==> src/rtl/fp_pkg.sv <==
// Shared definitions for the Fp add/sub digit-serial datapath: FSM encoding and
// digit-counter width helper.
package fp_pkg;

    typedef enum logic [1:0] {
        IDLE = 2'd0,
        SUB  = 2'd1,
        CORR = 2'd2
    } fp_state_t;

    localparam int FP_DIGITS = 14;
    localparam int FP_CNT_W  = $clog2(FP_DIGITS);

    // Counter width for a digit index; never narrower than one bit.
    function automatic int cnt_width(input int digits);
        return (digits > 1) ? $clog2(digits) : 1;
    endfunction

endpackage

==> src/rtl/unit_adder.sv <==
// Combinational single-digit adder: {carry_out, sum} = a + b + carry_in.
module unit_adder #(
    parameter int RADIX = 32
) (
    input  logic [RADIX-1:0] a,
    input  logic [RADIX-1:0] b,
    input  logic             carry_in,
    output logic [RADIX-1:0] sum,
    output logic             carry_out
);

    assign {carry_out, sum} = {1'b0, a} + {1'b0, b} + {{RADIX{1'b0}}, carry_in};

endmodule

==> src/rtl/unit_subtractor.sv <==
// Combinational single-digit subtractor: {borrow_out, dout} = a - b - borrow_in.
module unit_subtractor #(
    parameter int RADIX = 32
) (
    input  logic [RADIX-1:0] a,
    input  logic [RADIX-1:0] b,
    input  logic             borrow_in,
    output logic [RADIX-1:0] dout,
    output logic             borrow_out
);

    // One extra bit catches the wrap-around, which is exactly the borrow.
    assign {borrow_out, dout} = {1'b0, a} - {1'b0, b} - {{RADIX{1'b0}}, borrow_in};

endmodule

==> src/rtl/fp_subtractor.sv <==
// Digit-serial A - B - borrow_in, LSD first. With FP_SUB_CORRECT_EN defined the
// difference is buffered and p is added back when the raw result is negative.
module fp_subtractor
    import fp_pkg::*;
#(
    parameter int RADIX  = 32,
    parameter int DIGITS = 14
) (
    input  logic                            clk,
    input  logic                            rst,
    input  logic                            start,
    input  logic                            borrow_in,
    input  logic                            digit_in_valid,
    input  logic [RADIX-1:0]                digit_a,
    input  logic [RADIX-1:0]                digit_b,
    output logic                            digit_out_valid,
    output logic [RADIX-1:0]                digit_res,
    output logic                            done,
    output logic                            borrow_out
`ifdef FP_SUB_CORRECT_EN
    ,
    output logic                            p_rd_en,
    output logic [cnt_width(DIGITS)-1:0]    p_rd_addr,
    input  logic [RADIX-1:0]                p_digit
`endif
);

    localparam int CW = cnt_width(DIGITS);
    localparam logic [CW-1:0] LAST = CW'(DIGITS - 1);

    fp_state_t        state_reg, state_next;
    logic [CW-1:0]    cnt_reg, cnt_next;
    logic             borrow_reg, borrow_next;
    logic             dov_reg, dov_next;
    logic [RADIX-1:0] res_reg, res_next;
    logic             done_reg, done_next;
    logic             bout_reg, bout_next;

    logic [RADIX-1:0] sub_d;
    logic             sub_b;

    unit_subtractor #(.RADIX(RADIX)) u_sub (
        .a          (digit_a),
        .b          (digit_b),
        .borrow_in  (borrow_reg),
        .dout       (sub_d),
        .borrow_out (sub_b)
    );

`ifdef FP_SUB_CORRECT_EN
    logic             p_rd_en_reg, p_rd_en_next;
    logic [CW-1:0]    p_rd_addr_reg, p_rd_addr_next;
    logic             rd_valid_reg;
    logic             carry_reg, carry_next;
    logic [RADIX-1:0] res_buf [DIGITS];
    logic [RADIX-1:0] buf_rdata_reg;
    logic [RADIX-1:0] corr_addend;
    logic [RADIX-1:0] add_sum;
    logic             add_c;

    assign corr_addend = bout_reg ? p_digit : '0;

    unit_adder #(.RADIX(RADIX)) u_add (
        .a         (buf_rdata_reg),
        .b         (corr_addend),
        .carry_in  (carry_reg),
        .sum       (add_sum),
        .carry_out (add_c)
    );

    // Raw difference buffer; read port is registered so it lines up with p_digit.
    always_ff @(posedge clk) begin
        if (state_reg == SUB && digit_in_valid)
            res_buf[cnt_reg] <= sub_d;
        if (p_rd_en_reg)
            buf_rdata_reg <= res_buf[p_rd_addr_reg];
    end

    assign p_rd_en   = p_rd_en_reg;
    assign p_rd_addr = p_rd_addr_reg;
`endif

    always_comb begin
        state_next  = state_reg;
        cnt_next    = cnt_reg;
        borrow_next = borrow_reg;
        dov_next    = 1'b0;
        res_next    = res_reg;
        done_next   = 1'b0;
        bout_next   = bout_reg;
`ifdef FP_SUB_CORRECT_EN
        p_rd_en_next   = 1'b0;
        p_rd_addr_next = p_rd_addr_reg;
        carry_next     = carry_reg;
`endif
        case (state_reg)
            IDLE: begin
                if (start) begin
                    state_next  = SUB;
                    cnt_next    = '0;
                    borrow_next = borrow_in;
                end
            end
            SUB: begin
                if (digit_in_valid) begin
                    borrow_next = sub_b;
                    cnt_next    = cnt_reg + CW'(1);
`ifndef FP_SUB_CORRECT_EN
                    dov_next    = 1'b1;
                    res_next    = sub_d;
`endif
                    if (cnt_reg == LAST) begin
                        bout_next = sub_b;
                        cnt_next  = '0;
`ifdef FP_SUB_CORRECT_EN
                        state_next     = CORR;
                        p_rd_en_next   = 1'b1;
                        p_rd_addr_next = '0;
                        carry_next     = 1'b0;
`else
                        done_next  = 1'b1;
                        state_next = IDLE;
`endif
                    end
                end
            end
`ifdef FP_SUB_CORRECT_EN
            CORR: begin
                // Read issue runs one cycle ahead of the output stage.
                if (p_rd_en_reg && p_rd_addr_reg != LAST) begin
                    p_rd_en_next   = 1'b1;
                    p_rd_addr_next = p_rd_addr_reg + CW'(1);
                end
                if (rd_valid_reg) begin
                    dov_next   = 1'b1;
                    res_next   = add_sum;
                    carry_next = add_c;
                    cnt_next   = cnt_reg + CW'(1);
                    if (cnt_reg == LAST) begin
                        done_next  = 1'b1;
                        state_next = IDLE;
                        cnt_next   = '0;
                    end
                end
            end
`endif
            default: state_next = IDLE;
        endcase
    end

    always_ff @(posedge clk) begin
        if (rst) begin
            state_reg  <= IDLE;
            cnt_reg    <= '0;
            borrow_reg <= 1'b0;
            dov_reg    <= 1'b0;
            res_reg    <= '0;
            done_reg   <= 1'b0;
            bout_reg   <= 1'b0;
`ifdef FP_SUB_CORRECT_EN
            p_rd_en_reg   <= 1'b0;
            p_rd_addr_reg <= '0;
            rd_valid_reg  <= 1'b0;
            carry_reg     <= 1'b0;
`endif
        end else begin
            state_reg  <= state_next;
            cnt_reg    <= cnt_next;
            borrow_reg <= borrow_next;
            dov_reg    <= dov_next;
            res_reg    <= res_next;
            done_reg   <= done_next;
            bout_reg   <= bout_next;
`ifdef FP_SUB_CORRECT_EN
            p_rd_en_reg   <= p_rd_en_next;
            p_rd_addr_reg <= p_rd_addr_next;
            rd_valid_reg  <= p_rd_en_reg;
            carry_reg     <= carry_next;
`endif
        end
    end

    assign digit_out_valid = dov_reg;
    assign digit_res       = res_reg;
    assign done            = done_reg;
    assign borrow_out      = bout_reg;

endmodule

==> config.mk <==
export PLATFORM = sky130hd
export DESIGN_NAME = fp_subtractor
export DESIGN_NICKNAME = d
export VERILOG_FILES = /design/src/rtl/fp_pkg.sv /design/src/rtl/unit_adder.sv /design/src/rtl/unit_subtractor.sv /design/src/rtl/fp_subtractor.sv
export SDC_FILE = /design/constraint.sdc
export NUM_CORES = 1
export LEC_CHECK = 0
export ABC_AREA = 1
export BUFFER_PORTS_ARGS = -buffer_cell sky130_fd_sc_hd__buf_4
export CORE_MARGIN = 5
export CORE_UTILIZATION = 50
export CTS_CLUSTER_DIAMETER = 30
export DETAILED_ROUTE_END_ITERATION = 8
export PLACE_DENSITY = 0.75
export SLEW_MARGIN = 20
export SYNTH_ARGS = -nofsm -noshare
export SYNTH_HDL_FRONTEND = slang
export SYNTH_SLANG_ARGS = --single-unit
==> constraint.sdc <==
create_clock -name clk -period 2.95 [get_ports clk]
set_input_delay 0.295 -clock clk [delete_from_list [all_inputs] [get_ports clk]]
set_output_delay 0.295 -clock clk [all_outputs]
set_load 0.01 [all_outputs]
==> run metrics, run 1 <==
status complete, no violations; clock buffer depth 2; H-tree levels 2; via/cell ratio 5.044; leakage 3.174 nW; postcts setup bufs 0; sequential share of the synthesized area 18.70%; Max-Cap Viols 0; area fraction in compound gates after synthesis 13.77%; PostCTS Resize Cnt 0; synthesis warning total 0; share of cells above drive strength 1 15.97%; Slew Limit Fails 0; dpl ws 0.4932 ns; Initial Util 50.83%; routed wire length 12.09 mm; Pre-Repair DR Iteration Count 5; Post-Synth Adder-Cell Area 19.16%; final core occ 62.32%; WP data required 3.15 ns; RSZ-0062 raised after global routing false; mux share of post-synthesis cell area 0%; Largest register FFs 32; simple-gate share of the synthesized area 29.59%; port bufs 103; Fin. Hold Viols 0; largest area contributor in the netlist dfxtp_1; routed length per instance 12.85 microns; Syn Area/Cell 6.013 sq um; CTS clk-pin slew, worst paths 0.08 ns; Setup TNS 0 ns; FF-to-FF Start borrow_reg; Setup-failing EPs final 0; hpwl dp 10.21 mm; FMAX 0.4109 GHz; largest family of logic cells by synthesized area simple AND/OR/NAND/NOR gates; Max FO, Critical Path 3; element type at the critical path end flip-flop; clock sink count 41; area post-placement 5278 sq um; hold_buf cts 0; Synth Register Bits 41; crit start category flip-flop; CTS Buf Count 5; clk_skew 0.01096 ns; R2R Setup Slk 0.52 ns; Cell Chain, Critical Path inv_1 > fa_1 > fa_1 > inv_1 > nand2_1 > nand2_1 > nand2_2 > nand2_1 > nand2_1 > nand2_1 > nand2_2 > a21oi_1 > xor2_1 > nand2_1 > nand2_1 > inv_1; Critical-path top delay cell fa_1; P_int 1.244 mW; crit path setup slack, layout 0.5164 ns; Pwr per Cell Area 389.7 nW/um^2; placed insts 934; die area 10750 sq um; clock latency at the later pin of the worst-skew pair 0.30 ns; combinational share of power 48.9%; Placer Congestion 0.9590; Synth Cell Area 4389 sq um; Distinct cells, synth 36; worst slew pin tran 0.5707 ns; final cell count without fillers 941; Psw 0.8530 mW; Max rail drop VDD 0.1966 mV; first-pass GRT wire length 20.33 mm; CTS tree done; Worst Hold Class in2reg; Mapped Cells 730; number of DRC markers in iteration 0 204; fillers 853; Final Instance Area 5381 sq um; Worst Path Buf+Inv 3; critical path's top delay family adder cells; Die Wd 103.7 microns; sw frac 40.67%; most used cell, CP nand2_1; Clock power frac 21.7%; post-synth top area share 18.70%; GRT Util Overall 21.95%; Post-Synth XOR/XNOR Area 2.594%; initial antenna violation count 0; Syn-to-layout area delta 22.61%; synth top area cells dfxtp_1 19%, ha_1 18%, nand2_1 16%; period utilization 82.49%; Pwr Total 2.097 mW; Crit. Startpoint borrow_reg; # diodes 0; Worst R2R End digit_res[24]; clk root buf clkbuf_8; Core Region 8636 sq um; vias in the first global route 4437; Vert. Die Dim 103.7 microns; number of routed nets with antenna violations 0; DRC errors left 0; fin nets 968; largest net degree at the start of global routing 26; Syn Nets 865; I/O pin cnt 104; Period minus WS final 2.434 ns; GRT overflow 0; relative slew slack 61.72%; Crit. path cell count 16; critical path's largest stage delay 0.43 ns; Core Rows 34; crit path DAT 2.64 ns; Critical Path Sink digit_res[24]; Worst Reg2Reg Path Length in Cells 16; critical path class reg2reg; Seq pwr share 29.4%; worst hold slack 0.2350 ns; via count 4746
cell usage after synthesis (all sizes together):
library cell / number
o211ai: 1
ha: 64
nor3: 9
clkinv: 1
o221ai: 2
nor2: 70
a21o: 5
nand2: 193
xnor2: 3
nand4: 4
clkbuf: 6
a31oi: 3
and2: 1
o21bai: 5
o21a: 1
nor4: 1
or2: 1
nand3: 36
nand3b: 1
inv: 177
xor2: 10
buf: 4
a211oi: 1
a21oi: 54
dfxtp: 41
o21ai: 34
fa: 2
layer usage:
| metal | part of all wire (%) | vias up | wire length [microns] | track usage (%) |
|---|---|---|---|---|
| li1 | - | 2454 | - | - |
| met1 | 47 | 2118 | 5655 | 30.44 |
| met2 | 45 | 158 | 5403 | 36.61 |
| met3 | 7.2 | 16 | 871 | 2.550 |
| met4 | 1.3 | 0 | 162 | 4.625 |
| met5 | 0 | - | 0 | 0 |
final cells by class:
class,count,area [sq um],area share (%)
multi-input cells,501,2858,53.10
flip-flops and latches,41,820.8,15.25
repair buffers,106,795.8,14.79
inverters,178,668.1,12.42
well taps,108,135.1,2.511
clock buffers,5,68.82,1.279
clock inverters,2,35.03,0.6510
logic make-up after synthesis:
group                    count (synthesis)
XOR/XNOR                                13
AND/OR/NAND/NOR                        316
buffers and inverters                  188
AO/OA/AOI/OAI                          106
flip-flops                              41
adder cells (fa/ha/maj)                 66
power by group through the flow:
stage	clock network [mW]	logic [mW]	registers [mW]
after floorplan	0	0.680	0.638
after global placement	0	1.00	0.627
after detailed placement	0	1.02	0.628
after CTS	0.462	1.02	0.616
after global routing	0.479	1.16	0.621
final	0.455	1.03	0.616
worst min path at each step:
stage                             from            to  slack [ns]  depth (start not counted)
final                              rst    borrow_reg        0.24                          2
after global routing               rst    borrow_reg        0.25                          2
after CTS                          rst    borrow_reg        0.23                          2
after detailed placement  digit_res[1]  digit_res[1]        0.48                          2
after global placement    digit_res[1]  digit_res[1]        0.47                          2
after floorplan             borrow_reg    borrow_reg        0.46                          2
cells in the final DEF (no fill, tap or decap), drive strengths merged, types with 2 or more instances in the layout:
cell / count
nand4: 4
clkinv: 2
a21oi: 54
dfxtp: 41
nor2: 70
buf: 106
nand2: 193
fa: 2
a31oi: 3
nor3: 9
xnor2: 3
nand3: 36
o221ai: 2
ha: 64
o21ai: 34
clkbuf: 5
a21o: 5
o21bai: 5
inv: 177
xor2: 10
(Power assumes the default switching activity.)
==> inputs of run 2 (changes only) <==
- PLACE_DENSITY: 0.75 -> 0.78
- clock period: 2.95 -> 2.14 ns (I/O delays scaled with it)
==> run metrics, run 2 (synthesis gave the netlist of run 1 again) <==
Max-Cap Viols 0; Worst Path Buf+Inv 6; Period minus WS final 2.200 ns; Largest register FFs 32; clock sink count 41; relative slew slack 55.54%; area of the multi-input gates 3122 sq um; Critical-path top delay cell fa_2; Fin. Hold Viols 0; status finished, violations left; Pwr per Cell Area 552.1 nW/um^2; routed length per instance 13.48 microns; element type at the critical path end flip-flop; FMAX 0.4546 GHz; Psw 1.384 mW; port bufs 103; FF/Latch Area 822.0 sq um; crit start category flip-flop; R2R Setup Slk -0.06 ns; leakage 3.577 nW; clock buffer depth 2; initial antenna violation count 0; Slew Limit Fails 0; clk root buf clkbuf_8; P_int 2.045 mW; Setup-failing EPs final 6; crit path DAT 2.41 ns; Initial Util 50.83%; Pre-Repair DR Iteration Count 5; number of routed nets with antenna violations 0; CTS clk-pin slew, worst paths 0.10 ns; Worst R2R End digit_res[29]; sw frac 40.36%; placed insts 999; Seq pwr share 24.8%; via count 5025; clk_skew 0.01293 ns; critical path's largest stage delay 0.54 ns; final core occ 71.92%; combinational share of power 54.7%; I/O pin cnt 104; Critical Path Sink digit_res[29]; Core Region 8636 sq um; failing checks setup timing; period utilization 102.8%; Clock power frac 20.5%; CTS tree done; Core Rows 34; fillers 733; H-tree levels 2; Crit. path cell count 17; vias in the first global route 4711; critical path's top delay family adder cells; Max rail drop VDD 0.3425 mV; largest net degree at the start of global routing 33; first-pass GRT wire length 21.88 mm; worst slew pin tran 0.6669 ns; Placer Congestion 0.8998; WP data required 2.35 ns; DRC errors left 0; via/cell ratio 4.965; GRT Util Overall 24.00%; Max FO, Critical Path 3; Vert. Die Dim 103.7 microns; GRT overflow 0; CTS Buf Count 5; RSZ-0062 raised after global routing true; hpwl dp 11.22 mm; die area 10750 sq um; number of DRC markers in iteration 0 226; clock latency at the later pin of the worst-skew pair 0.31 ns; Worst Reg2Reg Path Length in Cells 17; most frequent cells in the layout 170 x inv_1, 170 x buf_4, 157 x nand2_1; fin nets 1038; Die Wd 103.7 microns; Crit. Startpoint borrow_reg; Worst Hold Class in2reg; share of cells above drive strength 1 28.87%; FF-to-FF Start borrow_reg; Pwr Total 3.429 mW; # diodes 0; Syn-to-layout area delta 41.51%; critical path class reg2reg; Cell Chain, Critical Path inv_2 > fa_2 > inv_2 > ha_4 > inv_2 > nand2_4 > buf_6 > a21oi_4 > inv_2 > nand2_4 > nand2_4 > nand2_4 > nand2_2 > nand2_1 > nand3_1 > nand2_1 > inv_1; crit path setup slack, layout -0.05985 ns; routed wire length 13.65 mm; final cell count without fillers 1012
==> run 2: cell count changes in the layout (fill, tap and decap cells not counted), moves of 6 or more <==
cell | before | now
nand3_2 | 0 | 8
buf_4 | 106 | 170
nand2_4 | 0 | 9
nand2_2 | 7 | 27
buf_6 | 0 | 6
nand2_1 | 186 | 157
nand3_1 | 36 | 27
==> run 2: layer usage <==
metal | GRT usage [%] | up-vias | wire length, microns
li1 | - | 2592 | -
met1 | 32.88 | 2251 | 6340
met2 | 39.48 | 165 | 6186
met3 | 3.980 | 17 | 931
met4 | 5.365 | 0 | 186
met5 | 0 | - | 0
==> run 2: power by group through the flow <==
| stage | sequential [mW] | clock, mW | combinational [mW] |
|---|---|---|---|
| after floorplan | 0.880 | 0 | 0.938 |
| after global placement | 0.863 | 0 | 1.66 |
| after detailed placement | 0.865 | 0 | 1.68 |
| after CTS | 0.849 | 0.708 | 1.74 |
| after global routing | 0.856 | 0.744 | 2.07 |
| final | 0.850 | 0.704 | 1.87 |
==> run 2: worst register-to-register path: cells and delay by family (launching register included) <==
| kind | cells | cell delay [ns] |
|---|---|---|
| AOI/OAI and AO/OA | 1 | 0.18 |
| and+or+nand+nor | 8 | 0.54 |
| DFF | 1 | 0.35 |
| buffers and inverters | 6 | 0.37 |
| adders and majority gates | 2 | 0.69 |
==> run 2: per-stage QoR <==
step	worst slack [ns]	cell area [sq um]	hold WS [ns]	TNS [ns]
after detailed placement	-0.1853	5768	0.4692	-1.893
after CTS	-0.01866	5995	0.1398	-0.06766
final	-0.05985	6211	0.1468	-0.2374
after global routing	-0.1838	6211	0.1313	-2.322
after floorplan	0.03260	4392	0.3835	0
after global placement	-0.1088	5768	0.4571	-1.040
==> run 2: cell type report <==
| type | count | share of cell area [%] |
|---|---|---|
| Clock buffer | 6 | 1.330 |
| Timing Repair Buffer | 176 | 21.64 |
| Inverter | 178 | 10.76 |
| Tap cell | 108 | 2.176 |
| Clock inverter | 2 | 0.6044 |
| Sequential cell | 41 | 13.24 |
| Multi-Input combinational cell | 501 | 50.26 |
==> run 2: repair_timing <==
action	in CTS	in global routing
pin swaps	7	15
resized for setup	27	54
setup endpoints to repair	21	27
buffers inserted	3	4
hold buffers	0	0
==> run 2: worst min path at each step <==
stage           from            to  slack [ns]  depth (start not counted)
2_1_floorplan  start  state_reg[0]        0.38                          2
3_3_place_gp     rst    borrow_reg        0.46                          2
3_5_place_dp     rst    borrow_reg        0.47                          2
4_1_cts          rst    borrow_reg        0.14                          2
5_1_grt          rst    borrow_reg        0.13                          2
6_report         rst    borrow_reg        0.15                          2
==> inputs of run 3 (changes only) <==
- PLACE_DENSITY: 0.78 -> 0.75
==> run metrics, run 3 (synthesis gave the netlist of run 1 again) <==
number of routed nets with antenna violations 0; hold_buf cts 0; element type at the critical path end flip-flop; WP data required 2.33 ns; relative slew slack 60.77%; Vert. Die Dim 103.7 microns; Worst Hold Class in2reg; # diodes 0; Period minus WS final 2.274 ns; clock sink count 41; CTS clk-pin slew, worst paths 0.09 ns; crit path DAT 2.47 ns; Fin. Hold Viols 0; status finished, violations left; critical path class reg2reg; area post-placement 5675 sq um; Die Wd 103.7 microns; fin nets 1025; RSZ-0062 raised after global routing true; Initial Util 50.83%; Syn-to-layout area delta 38.48%; vias in the first global route 4850; port bufs 103; clk root buf clkbuf_8; Max-Cap Viols 0; combinational share of power 56.7%; Core Rows 34; Slew Limit Fails 0; Pwr per Cell Area 527.3 nW/um^2; Clock power frac 16.8%; crit start category flip-flop; clk_skew 0.009019 ns; GRT overflow 0; number of DRC markers in iteration 0 190; Placer Congestion 0.9316; routed length per instance 13.00 microns; FMAX 0.4398 GHz; commonest non-fill, non-tap cell in the layout inv_1; Max FO, Critical Path 3; P_int 1.859 mW; Pwr Total 3.205 mW; dpl ws -0.1664 ns; hpwl dp 10.87 mm; Final Instance Area 6078 sq um; final cell count without fillers 999; clock latency at the later pin of the worst-skew pair 0.30 ns; CTS Buf Count 5; via count 4997; largest net degree at the start of global routing 21; failing checks setup timing; leakage 3.498 nW; first-pass GRT wire length 21.71 mm; Setup-failing EPs final 16; I/O pin cnt 104; placed insts 985; GRT Util Overall 23.49%; Max rail drop VDD 0.3073 mV; period utilization 106.2%; H-tree levels 2; Seq pwr share 26.5%; Core Region 8636 sq um; CTS tree done; Setup TNS -0.8394 ns; die area 10750 sq um; Largest register FFs 32; DRC errors left 0; clock buffer depth 2; Pre-Repair DR Iteration Count 5; via/cell ratio 5.002; worst slew pin tran 0.5884 ns; initial antenna violation count 0; Psw 1.347 mW; routed wire length 12.99 mm; most frequent cells in the layout 171 x inv_1, 160 x nand2_1, 157 x buf_4; share of cells above drive strength 1 27.50%; sw frac 42.01%; crit path setup slack, layout -0.1335 ns
-- run 3: routing by layer --
layer	global-route usage [%]	share of wire, %	vias up
li1	-	-	2568
met3	3.234	5.7	12
met5	0	0	-
met4	4.163	0.95	0
met2	40.26	47	133
met1	31.72	46	2284
-- run 3: path summary, 6_finish.rpt --
check        slack [ns]  cells after the start        from             to
min reg2reg        0.49                      2  borrow_reg     borrow_reg
min                0.15                      2         rst     borrow_reg
max               -0.13                     15  borrow_reg  digit_res[16]
max reg2reg       -0.13                     15  borrow_reg  digit_res[16]
-- run 3: repair_timing --
action                                  CTS  global route
buffers inserted                          4             5
endpoints found under the setup margin   21            27
pin swaps                                15            26
gates resized for setup                  31            45
-- run 3: metrics by stage --
stage | utilization, % | hold WS (ns)
finish | 70.39 | 0.1520
global placement | 65.72 | 0.4577
detailed placement | 65.72 | 0.4726
CTS | 68.34 | 0.1524
floorplan | - | 0.3835
global route | 70.39 | 0.1514
-- run 3: cell type report --
| type | instances | area (sq um) |
|---|---|---|
| inverters | 178 | 670.6 |
| multi-input cells | 501 | 3109 |
| repair buffers | 163 | 1255 |
| well taps | 108 | 135.1 |
| clock inverters | 3 | 17.52 |
| clock buffers | 5 | 68.82 |
| fillers | 778 | 2557 |
| flip-flops and latches | 41 | 822.0 |
-- run 3: power by group through the flow --
stage          Clock (mW)  Combinational (mW)  Sequential [mW]
5_1_grt             0.576                2.02            0.854
6_report            0.540                1.82            0.849
3_3_place_gp            0                1.59            0.863
3_5_place_dp            0                1.63            0.864
2_1_floorplan           0               0.938            0.880
4_1_cts             0.543                1.71            0.848
-- run 3: critical path: stages (launching register included) --
cell     delay (ns)
dfxtp_2        0.34
inv_2          0.03
fa_2           0.36
fa_2           0.41
inv_2          0.07
nand2_2        0.06
nand2_2        0.10
nand2_4        0.06
nand2_2        0.07
nand2_2        0.07
nand2_2        0.09
nand2_4        0.07
buf_6          0.13
xor2_1         0.14
o21ai_1        0.13
inv_1          0.05
